**src/rtl/cram_pkg.sv**
```systemverilog
// Shared types and default timing for the async/ADV-muxed CRAM controller.
// Holds the access-sequencer state encoding and pin-level constants.
// No logic lives here; it is imported by the top and the request latch.
package cram_pkg;

    typedef enum logic [3:0] {
        ST_IDLE,
        ST_ADDR,
        ST_WR_SETUP,
        ST_WR_DATA,
        ST_WR_END,
        ST_RD_OE,
        ST_RD_WAIT,
        ST_RECOVER,
        ST_ACK
    } cram_state_t;

    localparam logic HIGH = 1'b1;
    localparam logic LOW  = 1'b0;

    localparam int DEF_NUM_CHIPS = 2;
    localparam int DEF_A_W       = 22;
    localparam int DEF_RD_WAIT   = 3;
    localparam int DEF_WR_WAIT   = 3;
    localparam int DEF_RECOVERY  = 1;

    // Wait/recovery counter width; comfortably covers the timing parameters.
    localparam int CNT_W = 8;

    // Chip-select index width, never narrower than one bit.
    function automatic int chip_bits(input int n);
        return (n > 1) ? $clog2(n) : 1;
    endfunction

endpackage

```
**src/rtl/cram_async_controller_v2_req_latch.sv**
```systemverilog
// Select-edge detect, active request capture and one-deep pending request.
// Latency: start strobe is combinational from the edge or pending flag while idle.
// Backpressure: one pending slot; further edges while it is full are dropped.
module cram_req_latch
    import cram_pkg::*;
#(
    parameter int A_W    = 22,
    parameter int CHIP_W = 1
) (
    input  logic                  i_clk,
    input  logic                  i_rst,
    input  logic                  i_select,
    input  logic [A_W+CHIP_W:0]   i_abus,
    input  logic [1:0]            i_be,
    input  logic [31:0]           i_dbus,
    input  logic                  i_32bit,
    input  logic                  i_rnw,
    input  logic                  i_idle,
    output logic                  o_start,
    output logic [CHIP_W-1:0]     o_chip,
    output logic [A_W-1:0]        o_addr,
    output logic [1:0]            o_be,
    output logic [31:0]           o_data,
    output logic                  o_32bit,
    output logic                  o_rnw
);

    localparam int REQ_W = CHIP_W + A_W + 2 + 32 + 2;

    logic             r_select_q;
    logic             r_pend_vld;
    logic [REQ_W-1:0] r_pend_req;
    logic [REQ_W-1:0] r_act_req;
    logic [REQ_W-1:0] w_bus_req;
    logic             w_rise;
    logic             w_unused_a0;

    // Byte-lane bit of the address has no meaning on a halfword bus.
    assign w_unused_a0 = i_abus[0];

    assign w_rise    = i_select & ~r_select_q;
    assign w_bus_req = {i_abus[A_W+CHIP_W:A_W+1], i_abus[A_W:1], i_be, i_dbus, i_32bit, i_rnw};
    assign o_start   = i_idle & (w_rise | r_pend_vld);
    assign {o_chip, o_addr, o_be, o_data, o_32bit, o_rnw} = r_act_req;

    // Edge detect, pending slot and active request; pending wins over a new edge.
    always_ff @(posedge i_clk or posedge i_rst) begin
        if (i_rst) begin
            r_select_q <= LOW;
            r_pend_vld <= LOW;
            r_pend_req <= '0;
            r_act_req  <= '0;
        end else begin
            r_select_q <= i_select;
            if (i_idle) begin
                if (r_pend_vld) begin
                    r_act_req  <= r_pend_req;
                    r_pend_vld <= LOW;
                end else if (w_rise) begin
                    r_act_req  <= w_bus_req;
                end
            end else if (w_rise && !r_pend_vld) begin
                r_pend_req <= w_bus_req;
                r_pend_vld <= HIGH;
            end
        end
    end

endmodule

```
**src/rtl/cram_async_controller_v2.sv**
```systemverilog
// Async/ADV-muxed PSRAM controller: 16/32-bit OPB accesses as halfword pin cycles.
// Latency: 16b write WR_WAIT+4, 16b read RD_WAIT+3, 32b = both halves + RECOVERY.
// Backpressure: Sln_busy while active; one extra request is parked in a pending slot.
module cram_async_controller_v2
    import cram_pkg::*;
#(
    parameter int NUM_CHIPS = DEF_NUM_CHIPS,
    parameter int CHIP_W    = chip_bits(NUM_CHIPS),
    parameter int A_W       = DEF_A_W,
    parameter int RD_WAIT   = DEF_RD_WAIT,
    parameter int WR_WAIT   = DEF_WR_WAIT,
    parameter int RECOVERY  = DEF_RECOVERY
) (
    input  logic                  OPB_Clk,
    input  logic                  OPB_Rst,
    input  logic [A_W+CHIP_W:0]   OPB_ABus,
    input  logic [1:0]            OPB_BE,
    input  logic [31:0]           OPB_DBus,
    input  logic                  OPB_32Bit,
    input  logic                  OPB_RNW,
    input  logic                  OPB_select,
    output logic [31:0]           Sln_DBus,
    output logic                  Sln_xferAck,
    output logic                  Sln_busy,
    input  logic [15:0]           PSRAM_Mem_DQ_I,
    output logic [15:0]           PSRAM_Mem_DQ_O,
    output logic                  PSRAM_Mem_DQ_OE,
    output logic [A_W-1:0]        PSRAM_Mem_A,
    output logic [1:0]            PSRAM_Mem_BE,
    output logic                  PSRAM_Mem_WE,
    output logic                  PSRAM_Mem_OEN,
    output logic [NUM_CHIPS-1:0]  PSRAM_Mem_CEN,
    output logic                  PSRAM_Mem_ADV
);

    cram_state_t        r_state;
    cram_state_t        w_next;
    logic [CNT_W-1:0]   r_cnt;
    logic               r_half;
    logic [31:0]        r_dbus;

    logic               w_start;
    logic [CHIP_W-1:0]  w_chip;
    logic [A_W-1:0]     w_req_addr;
    logic [1:0]         w_req_be;
    logic [31:0]        w_req_data;
    logic               w_req_32;
    logic               w_req_rnw;

    logic [A_W-1:0]     w_addr;
    logic [15:0]        w_wdat;
    logic [1:0]         w_wbe;
    logic [NUM_CHIPS-1:0] w_cen_sel;
    logic               w_wr_done;
    logic               w_rd_done;
    logic               w_rec_done;

    cram_req_latch #(
        .A_W    (A_W),
        .CHIP_W (CHIP_W)
    ) u_req (
        .i_clk    (OPB_Clk),
        .i_rst    (OPB_Rst),
        .i_select (OPB_select),
        .i_abus   (OPB_ABus),
        .i_be     (OPB_BE),
        .i_dbus   (OPB_DBus),
        .i_32bit  (OPB_32Bit),
        .i_rnw    (OPB_RNW),
        .i_idle   (r_state == ST_IDLE),
        .o_start  (w_start),
        .o_chip   (w_chip),
        .o_addr   (w_req_addr),
        .o_be     (w_req_be),
        .o_data   (w_req_data),
        .o_32bit  (w_req_32),
        .o_rnw    (w_req_rnw)
    );

    // Second half of a 32-bit access targets the next halfword, wrapping inside the chip.
    assign w_addr     = r_half ? (w_req_addr + A_W'(1)) : w_req_addr;
    assign w_wdat     = r_half ? w_req_data[31:16] : w_req_data[15:0];
    assign w_wbe      = w_req_32 ? 2'b00 : ~w_req_be;
    assign w_cen_sel  = ~(NUM_CHIPS'(1) << w_chip);
    assign w_wr_done  = (r_cnt == CNT_W'(WR_WAIT));
    assign w_rd_done  = (r_cnt == CNT_W'(RD_WAIT));
    assign w_rec_done = (r_cnt == CNT_W'(RECOVERY - 1));
    assign Sln_DBus   = r_dbus;

    // State register.
    always_ff @(posedge OPB_Clk or posedge OPB_Rst) begin
        if (OPB_Rst) r_state <= ST_IDLE;
        else         r_state <= w_next;
    end

    // Dwell counter, half select and read data capture.
    always_ff @(posedge OPB_Clk or posedge OPB_Rst) begin
        if (OPB_Rst) begin
            r_cnt  <= '0;
            r_half <= LOW;
            r_dbus <= '0;
        end else begin
            r_cnt <= (w_next != r_state) ? '0 : r_cnt + CNT_W'(1);
            if (r_state == ST_IDLE)
                r_half <= LOW;
            else if (r_state == ST_RECOVER && w_next == ST_ADDR)
                r_half <= HIGH;
            if (r_state == ST_RD_WAIT && w_rd_done) begin
                if (r_half) r_dbus[31:16] <= PSRAM_Mem_DQ_I;
                else        r_dbus        <= {16'h0000, PSRAM_Mem_DQ_I};
            end
        end
    end

    // Next state and pin drive; every pin idles inactive unless the state claims it.
    always_comb begin
        w_next          = r_state;
        PSRAM_Mem_DQ_OE = HIGH;
        PSRAM_Mem_DQ_O  = '0;
        PSRAM_Mem_A     = '0;
        PSRAM_Mem_BE    = 2'b11;
        PSRAM_Mem_WE    = HIGH;
        PSRAM_Mem_OEN   = HIGH;
        PSRAM_Mem_ADV   = HIGH;
        PSRAM_Mem_CEN   = '1;
        Sln_xferAck     = LOW;
        Sln_busy        = LOW;
        case (r_state)
            ST_IDLE: begin
                if (w_start) w_next = ST_ADDR;
            end
            ST_ADDR: begin
                PSRAM_Mem_ADV  = LOW;
                PSRAM_Mem_CEN  = w_cen_sel;
                PSRAM_Mem_A    = w_addr;
                PSRAM_Mem_DQ_O = 16'(w_addr);
                Sln_busy       = HIGH;
                w_next         = w_req_rnw ? ST_RD_OE : ST_WR_SETUP;
            end
            ST_WR_SETUP, ST_WR_DATA: begin
                PSRAM_Mem_CEN  = w_cen_sel;
                PSRAM_Mem_A    = w_addr;
                PSRAM_Mem_WE   = LOW;
                PSRAM_Mem_BE   = w_wbe;
                PSRAM_Mem_DQ_O = w_wdat;
                Sln_busy       = HIGH;
                if (r_state == ST_WR_SETUP) w_next = ST_WR_DATA;
                else if (w_wr_done)         w_next = ST_WR_END;
            end
            ST_WR_END: begin
                PSRAM_Mem_A = w_addr;
                Sln_busy    = HIGH;
                w_next      = (w_req_32 && !r_half) ? ST_RECOVER : ST_ACK;
            end
            ST_RD_OE, ST_RD_WAIT: begin
                PSRAM_Mem_CEN   = w_cen_sel;
                PSRAM_Mem_A     = w_addr;
                PSRAM_Mem_OEN   = LOW;
                PSRAM_Mem_DQ_OE = LOW;
                PSRAM_Mem_BE    = 2'b00;
                Sln_busy        = HIGH;
                if (r_state == ST_RD_OE) w_next = ST_RD_WAIT;
                else if (w_rd_done)      w_next = (w_req_32 && !r_half) ? ST_RECOVER : ST_ACK;
            end
            ST_RECOVER: begin
                Sln_busy = HIGH;
                if (w_rec_done) w_next = ST_ADDR;
            end
            ST_ACK: begin
                Sln_xferAck = HIGH;
                w_next      = ST_IDLE;
            end
            default: begin
                w_next = ST_IDLE;
            end
        endcase
    end

endmodule

```
**config.mk**
```make
export PLATFORM = sky130hd
export DESIGN_NAME = cram_async_controller_v2
export DESIGN_NICKNAME = d
export VERILOG_FILES = /design/src/rtl/cram_pkg.sv /design/src/rtl/cram_async_controller_v2_req_latch.sv /design/src/rtl/cram_async_controller_v2.sv
export SDC_FILE = /design/constraint.sdc
export NUM_CORES = 1
export LEC_CHECK = 0
export ABC_AREA = 1
export ABC_CLOCK_PERIOD_IN_PS = 8150
export CAP_MARGIN = 40
export CORE_MARGIN = 1
export CORE_UTILIZATION = 56
export DETAILED_ROUTE_END_ITERATION = 10
export PLACE_DENSITY = 0.86
export SLEW_MARGIN = 10
export SYNTH_ARGS = -nofsm -noshare
export SYNTH_HDL_FRONTEND = slang
export SYNTH_SLANG_ARGS = --single-unit
```
**constraint.sdc**
```tcl
create_clock -name OPB_Clk -period 8.15 [get_ports OPB_Clk]
set_input_delay 1.2225 -clock OPB_Clk [delete_from_list [all_inputs] [get_ports OPB_Clk]]
set_output_delay 1.2225 -clock OPB_Clk [all_outputs]
set_load 0.1 [all_outputs]
```
After elaboration in Yosys (flattened, before gate mapping)
Cells that the tools add are included.
{"block": "word_totals", "regBits": 165, "inputBits": 79, "out_inout_bits": 80, "word_cells": 79}
{"block": "op_classes", "addsub": 2, "eq_ne": 11, "shift": 1, "mux": 29, "bitwise": 8, "n_reduce_logical": 19}
{"cell": "59-bit two-way mux", "count": 2}
{"cell": "22-bit two-way mux", "count": 2}
{"cell": "16-bit two-way mux", "count": 2}
{"cell": "16-bit case mux with 2 select lines", "count": 1}
{"cell": "4-bit two-way mux", "count": 7}
{"cell": "4-bit case mux with 6 select lines", "count": 1}
{"cell": "22-bit by 1-bit adder with 22-bit output (second input constant)", "count": 1}
{"cell": "4-bit by 3-bit == test with 1-bit output (second input constant)", "count": 4}
{"cell": "1-bit two-way mux", "count": 9}
{"cell": "8-bit by 1-bit adder with 8-bit output (second input constant)", "count": 1}
{"cell": "4-bit by 1-bit == test with 1-bit output (second input constant)", "count": 2}
{"cell": "4-bit by 2-bit == test with 1-bit output (second input constant)", "count": 2}
{"cell": "8-bit by 2-bit == test with 1-bit output (second input constant)", "count": 1}
{"cell": "8-bit zero test", "count": 1}
{"cell": "8-bit two-way mux", "count": 1}
{"cell": "7-bit OR reduction", "count": 1}
{"cell": "2-bit AND reduction", "count": 3}
{"cell": "2-bit nonzero test", "count": 3}
{"cell": "6-bit OR reduction", "count": 1}
{"cell": "5-bit OR reduction", "count": 1}
{"cell": "4-bit == test (second input constant)", "count": 1}
{"cell": "1-bit logical AND", "count": 4}
{"cell": "4-bit zero test", "count": 1}
{"cell": "2-bit two-way mux", "count": 2}
{"cell": "10 further kinds", "count": 16}

Depth between registers and ports, before layout
Gate-level depths: netlist (run 1).
{"block": "depth", "word_depth": 10, "ltp_mapped": 12, "ltp_nobuf": 12}

Modules after synthesis
Synthesis (run 1) repeated with hierarchy kept, for this count alone.
{"block": "hier_totals", "cells_unflattened": 1147, "hier_area_um2": 8553.2}
{"mod": "cram_req_latch", "instances": 1, "cells_per_inst": 712, "area_per_inst_um2": 5464.0, "seq_area_each_um2": 3002.9}
{"mod": "cram_async_controller_v2", "instances": 1, "cells_per_inst": 435, "area_per_inst_um2": 3089.2, "seq_area_each_um2": 1126.1}

Worst setup path after synthesis (run 1)
No wires, ideal clock.
{"block": "synth_timing", "path_kind": "reg-to-output", "from": "reg u_req.r_act_req[36]", "to": "out PSRAM_Mem_DQ_O[14]", "arrival_ps": 3318, "required_ps": 6928, "slack_ps": 3610, "stages_incl_launch_ff": 9, "path_buffers": 0, "cell_sequence": "dfrtp_1 ha_1 nand2_2 nor2_4 nand2_2 nor2_4 nand3b_1 xor2_1 o21ai_0"}
{"block": "synth_via", "elab_chain_len": 3}
{"item": "start, declared", "line": "cram_async_controller_v2_req_latch.sv:33", "rtl": "logic [REQ_W-1:0] r_act_req;"}
{"item": "start signal, assigned", "line": "cram_async_controller_v2_req_latch.sv:57", "rtl": "r_act_req <= r_pend_req;"}
{"item": "start signal, assigned", "line": "cram_async_controller_v2_req_latch.sv:60", "rtl": "r_act_req <= w_bus_req;"}
{"item": "22-bit by 1-bit adder with 22-bit output", "line": "cram_async_controller_v2.sv:81", "rtl": "assign w_addr = r_half ? (w_req_addr + A_W'(1)) : w_req_addr;"}
{"item": "22-bit two-way mux", "line": "cram_async_controller_v2.sv:81"}
{"item": "16-bit case mux with 2 select lines", "line": "cram_async_controller_v2.sv:128", "rtl": "case (r_state)"}
{"item": "end, declared", "line": "cram_async_controller_v2.sv:26", "rtl": "output logic [15:0] PSRAM_Mem_DQ_O,"}
No other way between the ends.

Final worst setup path (run 1)
{"block": "layout_timing", "from": "reg r_half", "to": "out PSRAM_Mem_A[15]"}
{"block": "layout_via", "elab_chain_len": 2}
{"item": "start, declared", "line": "cram_async_controller_v2.sv:39", "rtl": "logic r_half;"}
{"item": "start signal, assigned", "line": "cram_async_controller_v2.sv:100", "rtl": "r_half <= LOW;"}
{"item": "start signal, assigned", "line": "cram_async_controller_v2.sv:105", "rtl": "r_half <= LOW;"}
{"item": "start signal, assigned", "line": "cram_async_controller_v2.sv:107", "rtl": "r_half <= HIGH;"}
{"item": "22-bit two-way mux", "line": "cram_async_controller_v2.sv:81"}
{"item": "22-bit two-way mux", "line": "cram_async_controller_v2.sv:128"}
{"item": "end, declared", "line": "cram_async_controller_v2.sv:28", "rtl": "output logic [A_W-1:0] PSRAM_Mem_A,"}
No other way between the ends.

==> reports/qor.yml, run 1 <==
min_period_ns: 4.99
antenna_found_initial: 0
drtIter0Drc: 909
reg2reg_setup_slack_ns: 5.50
dieArea_sq_um: 14900
cts_tree: "done"
rsz0062_at_grt: "false"
clock-sinks: 165
seq_area_frac_synth: 0.513
clk_pin_slew_ns: 0.07
path_class: "flip-flop to primary output"
detail-route-antenna-nets: 0
worst_slack_ns: 3.16
synthAdderAreaFrac: 0.00466
layout_common_cells: "229 x nand2_1, 165 x dfrtp_1, 157 x clkdlybuf4s50_1"
grt_max_degree: 90
synth_cells: 949
syn_nets: 1031
grt_overflow: 0
r2r_end: "u_req.r_act_req[36]"
status: "finished, final reports clean"
ctsHtreeMaxLevel: 4
num_rows: 43
ys_types: 38
cts_buffers: 17
port-buffer-count: 157
dp_hpwl_um: 18000
slew_headroom: 0.455
firstDrtPassIters: 6
synthFlopType: "dfrtp_1"
grt_pass1_vias: 7758
netlist_area_sq_um: 8050
cts-root-buf: "clkbuf_16"
io_pins: 159
n_fill_cell: 728
setup_viol: 0
utilization: 0.834
crit_fanout: 39
postCtsSetupRepairBufs: 0
crit_path_start: "r_half"
post_cts_resized: 0
drv_slew: 0
fmax_mhz: 200
vias: 7917
setup.worst_path.end: "PSRAM_Mem_A[15]"
clock_skew_ns: 0.00787
yosys_warnings: 0
endpoint_kind: "primary output"
cts_hold_buf: 0
detailedPlace.worstSlack_ns: 3.72
hold_class: "flip-flop to flip-flop"
drv_cap: 0
detail_route.wirelength_um: 25300
synth-seq-cells: 165
clk_path_buf_depth: 2
antenna_cells: 0
gp_congestion: 0.903
crit_required_ns: 6.93
synthSimpleGateAreaFrac: 0.186
core_area_sq_um: 13900
crit_path_start_kind: "flip-flop"
fp.dieW_um: 122
final_common_cell: "nand2_1"
fin_nets: 1244
drc_errors: 0
die_y_um: 122
initial_core_util: 0.578
grt_pass1_wl_um: 39900
hold_viol: 0
fin_crit_sh: 0.613
drt-wirelength-per-cell_um: 18.7
clock_latency_ns: 0.42
muxShareOfSynthArea: 0.0359
syn_avg_cell_area_sq_um: 8.48
synth_edf_count: 0
setup_total_negative_slack_ns: 0
async_flop_share: 1.00
layout-drive-gt1-share: 0.151
grt_use_total: 0.358
synth_xor_area_frac: 0.0250
r2r_cells: 8
syn_to_final_growth_pct: 44.3
viasPerCell: 5.84
synth_top_family_by_area: "simple AND/OR/NAND/NOR gates"
crit_arrival_ns: 3.77
r2r-start: "r_state[3]"
synth_compound_area_frac: 0.149
worst_slew_pin_slew_ns: 0.818
==> registers in the layout, indices dropped and copies added, names as in the netlist <==
| name | count |
|---|---|
| r_half | 1 |
| u_req.r_act_req | 59 |
| r_cnt | 8 |
| u_req.r_pend_vld | 1 |
| u_req.r_select_q | 1 |
| Sln_DBus | 32 |
| r_state | 4 |
| u_req.r_pend_req | 59 |
==> logic make-up (layout without fill, tap and decap cells) <==
family	count (synthesis)	count (layout)
fa+ha+maj	3	3
xor+xnor	23	23
compound gates	206	206
flops	165	165
simple gates	354	354
mux	25	25
buf+inv	173	399
==> worst min path at each step <==
stage | slack [ns] | cells past startpoint | end | startpoint
after global routing | 0.48 | 1 | r_cnt[0] | r_cnt[0]
after floorplan | 0.43 | 1 | r_cnt[0] | r_cnt[0]
after CTS | 0.46 | 1 | r_cnt[0] | r_cnt[0]
final | 0.46 | 1 | r_cnt[0] | r_cnt[0]
after detailed placement | 0.46 | 1 | r_cnt[0] | r_cnt[0]
after global placement | 0.45 | 1 | r_cnt[0] | r_cnt[0]
==> synthesized netlist by cell type (2+ instances only) <==
master / count / share of area
clkbuf_1: 26 / 0.012
inv_2: 7 / 0.0033
a31oi_1: 25 / 0.019
mux2_4: 2 / 0.0037
nor2_4: 6 / 0.0084
buf_1: 4 / 0.0019
nand2_1: 229 / 0.11
nand4_1: 6 / 0.0047
buf_2: 16 / 0.010
o21ai_0: 111 / 0.069
nor2_2: 3 / 0.0023
o21ai_1: 5 / 0.0031
nand2_2: 9 / 0.0070
ha_1: 3 / 0.0047
buf_4: 4 / 0.0037
xor2_1: 20 / 0.022
nor2_1: 71 / 0.033
nor3_1: 8 / 0.0050
a21oi_1: 6 / 0.0037
o211ai_1: 34 / 0.032
o31ai_1: 16 / 0.015
o22ai_1: 9 / 0.0070
mux2_2: 23 / 0.032
dfrtp_1: 165 / 0.51
nand3_1: 14 / 0.0087
xnor2_1: 3 / 0.0033
inv_1: 113 / 0.053
==> critical path: stages (launching register included) <==
cell and delay (ns):
dfrtp_1 0.73, inv_2 0.47, nor3_4 0.38, nand2_2 0.11
nor2_2 0.11, nand2_2 0.10, nor2_1 0.13, xor2_1 0.28
inv_1 0.08, nor2_1 0.16, clkdlybuf4s50_1 0.57, buf_8 0.21
==> per-layer routing <==
layer / wire length, um / share of wire / vias to the layer above / track usage
met4: 1310 / 0.052 / 0 / 0.207
li1: - / - / 3511 / -
met1: 9370 / 0.37 / 3802 / 0.419
met3: 1840 / 0.073 / 127 / 0.0749
met2: 12700 / 0.50 / 477 / 0.608
met5: 0 / 0 / - / 0
==> per-stage QoR <==
stage	hold slack, ns	cell area [sq um]	cells
finish	0.464	11600	1355
global route	0.475	11600	1355
CTS	0.464	11600	1355
detailed placement	0.456	11000	1323
global placement	0.449	9650	1239
floorplan	0.432	8050	949
==> layout make-up <==
class	instances	area (sq um)	share of cell area
clock inverters	9	115	0.00991
flip-flops and latches	165	4130	0.355
inverters	122	465	0.0401
repair buffers	245	2950	0.254
well taps	180	225	0.0194
multi-input cells	611	3230	0.278
clock buffers	23	498	0.0429
Power of run 1 is left out: the tool's default activity adds up to more than one toggle a clock period on the data nets, which glitch-free logic cannot reach.
==> run 2, diff against run 1 <==
- ABC_CLOCK_PERIOD_IN_PS: 8150 -> 4000
- CORE_UTILIZATION: 56 -> 47
- PLACE_DENSITY: 0.86 -> 0.77
- clock period: 8.15 -> 4 ns (I/O delays scaled with it)
==> run 2 against run 1 <==
  * Count of clock-buffer cells in the layout shrank 1
  * Sequential share of layout area rose by 2.0 points
  * First-iteration DRC count down 43%
  * Register-to-register slack got worse by 3.8 ns
==> reports/qor.yml, run 2 (same netlist as run 1, synthesis figures left out) <==
grt_use_total: 0.260  # -0.0977
crit_arrival_ns: 2.75  # -1.02 ns
setup_total_negative_slack_ns: 0  # unchanged
seq_area_sq_um: 4130  # unchanged
firstDrtPassIters: 6  # unchanged
detail_route.wirelength_um: 21900  # -13%
grt_pass1_vias: 6843  # -12%
grtUsageMet2: 0.432  # -0.176
layout-drive-gt1-share: 0.156  # +0.00517
status: "finished, final reports clean"
syn_to_final_growth_pct: 36.8
port-buffer-count: 157  # unchanged
drt-wirelength-per-cell_um: 16.2  # -13%
fin_nets: 1205  # -3.1%
cts_hold_buf: 0  # unchanged
viasPerCell: 5.27  # -9.8%
crit_fanout: 18  # -54%
use_met1: 0.333  # -0.0853
grt_max_degree: 89  # -1.1%
fmax_mhz: 298
postCtsSetupRepairBufs: 0  # unchanged
clock_skew_ns: 0.0120  # +0.00409 ns
detail-route-antenna-nets: 0  # unchanged
clock_latency_ns: 0.43  # about the same
crit_path_start: "r_half"
clk_path_buf_depth: 2  # unchanged
cts-root-buf: "clkbuf_16"
antenna_cells: 0  # unchanged
vias: 7147  # -9.7%
slew_headroom: 0.442  # -0.0129
n_fill_cell: 1241  # +70%
groute.layer.met3.usage: 0.0536  # -0.0213
worst_slew_pin_slew_ns: 0.835  # +0.0178 ns
endpoint_kind: "primary output"
multi_input_area_sq_um: 3230  # unchanged
post_cts_resized: 0  # unchanged
cts_tree: "done"
drv_cap: 0  # unchanged
grt_overflow: 0  # unchanged
final_common_cell: "nand2_1"
rsz0062_at_grt: "false"
initial_core_util: 0.484  # -0.0940
drc_errors: 0  # unchanged
busiest_layer: "met2"
layout_common_cells: "229 x nand2_1, 165 x dfrtp_1, 116 x clkdlybuf4s50_1"
ctsHtreeMaxLevel: 4  # unchanged
core_area_sq_um: 16600  # +19%
fp.dieW_um: 133  # +9.0%
r2r-start: "r_state[1]"
num_rows: 47  # +9.3%
dp_hpwl_um: 15700  # -13%
clk_pin_slew_ns: 0.06  # about the same
drtIter0Drc: 517  # -43%
cts_buffers: 17  # unchanged
crit_path_start_kind: "flip-flop"
gp_congestion: 0.889  # -1.5%
clock-sinks: 165  # unchanged
worstHoldStart: "r_cnt[0]"
timing.hold.ws_ns: 0.461  # -0.00301 ns
min_period_ns: 3.35
setup_viol: 0  # unchanged
drv_slew: 0  # unchanged
crit_required_ns: 3.40  # -3.53 ns
grt_pass1_wl_um: 35400  # -11%
die_y_um: 133  # +9.0%
path_class: "flip-flop to primary output"
antenna_found_initial: 0  # unchanged
io_pins: 159  # unchanged
dieArea_sq_um: 17700  # +19%
hold_class: "flip-flop to flip-flop"
hold_viol: 0  # unchanged
fin_crit_sh: 0.838
-- run 2: cell types whose count changed in the layout (fill, tap and decap cells not counted), moves of 3 or more --
cell / previous run / this run
buf_12: 0 / 3
bufinv_16: 2 / 5
buf_8: 77 / 34
clkdlybuf4s50_1: 157 / 116
clkbuf_8: 5 / 2
buf_4: 4 / 47
-- run 2: worst max-delay path, stage by stage (launching register included) --
cell and delay, ns:
dfrtp_1 0.71, nand2_2 0.17, nor2_4 0.17, nand2_2 0.12, nor2_4 0.13, nand3b_1 0.15
nor3_2 0.20, nand3_1 0.09, nand2_1 0.07, inv_1 0.03, nor2_1 0.14, buf_4 0.32
-- run 2: final cells by class --
type                       count  area share
multi-input combinational    611       0.294
sequential                   165       0.375
clock inverter                10      0.0176
inverter                     122      0.0422
clock buffer                  22      0.0422
timing repair buffer         206       0.204
tap                          220      0.0250
-- run 2: metal layers --
| metal | up-vias | part of all wire |
|---|---|---|
| met4 | 0 | 0.028 |
| met1 | 3413 | 0.42 |
| li1 | 3435 | - |
| met2 | 261 | 0.49 |
| met5 | - | 0 |
| met3 | 38 | 0.058 |
-- run 2: worst paths after layout --
path	endpoint	slack [ns]	depth (start not counted)
min	r_cnt[0]	0.46	1
max	PSRAM_Mem_A[20]	0.65	11
max in group asynchronous	u_req.r_act_req[15]	2.53	3
max reg2reg	u_req.r_pend_req[49]	1.66	8
min reg2reg	r_cnt[0]	0.46	1
min in group asynchronous	u_req.r_act_req[50]	0.63	2
-- run 2: metrics by stage --
step	util	instance area, sq um	cells	worst slack [ns]
final	0.662	11000	1356	0.650
after global routing	0.662	11000	1356	0.452
after CTS	0.662	11000	1356	0.683
after detailed placement	0.622	10400	1324	1.15
after global placement	0.581	9680	1284	1.21
after floorplan	-	8050	949	0.0821
Power of run 2 is left out for the same reason.
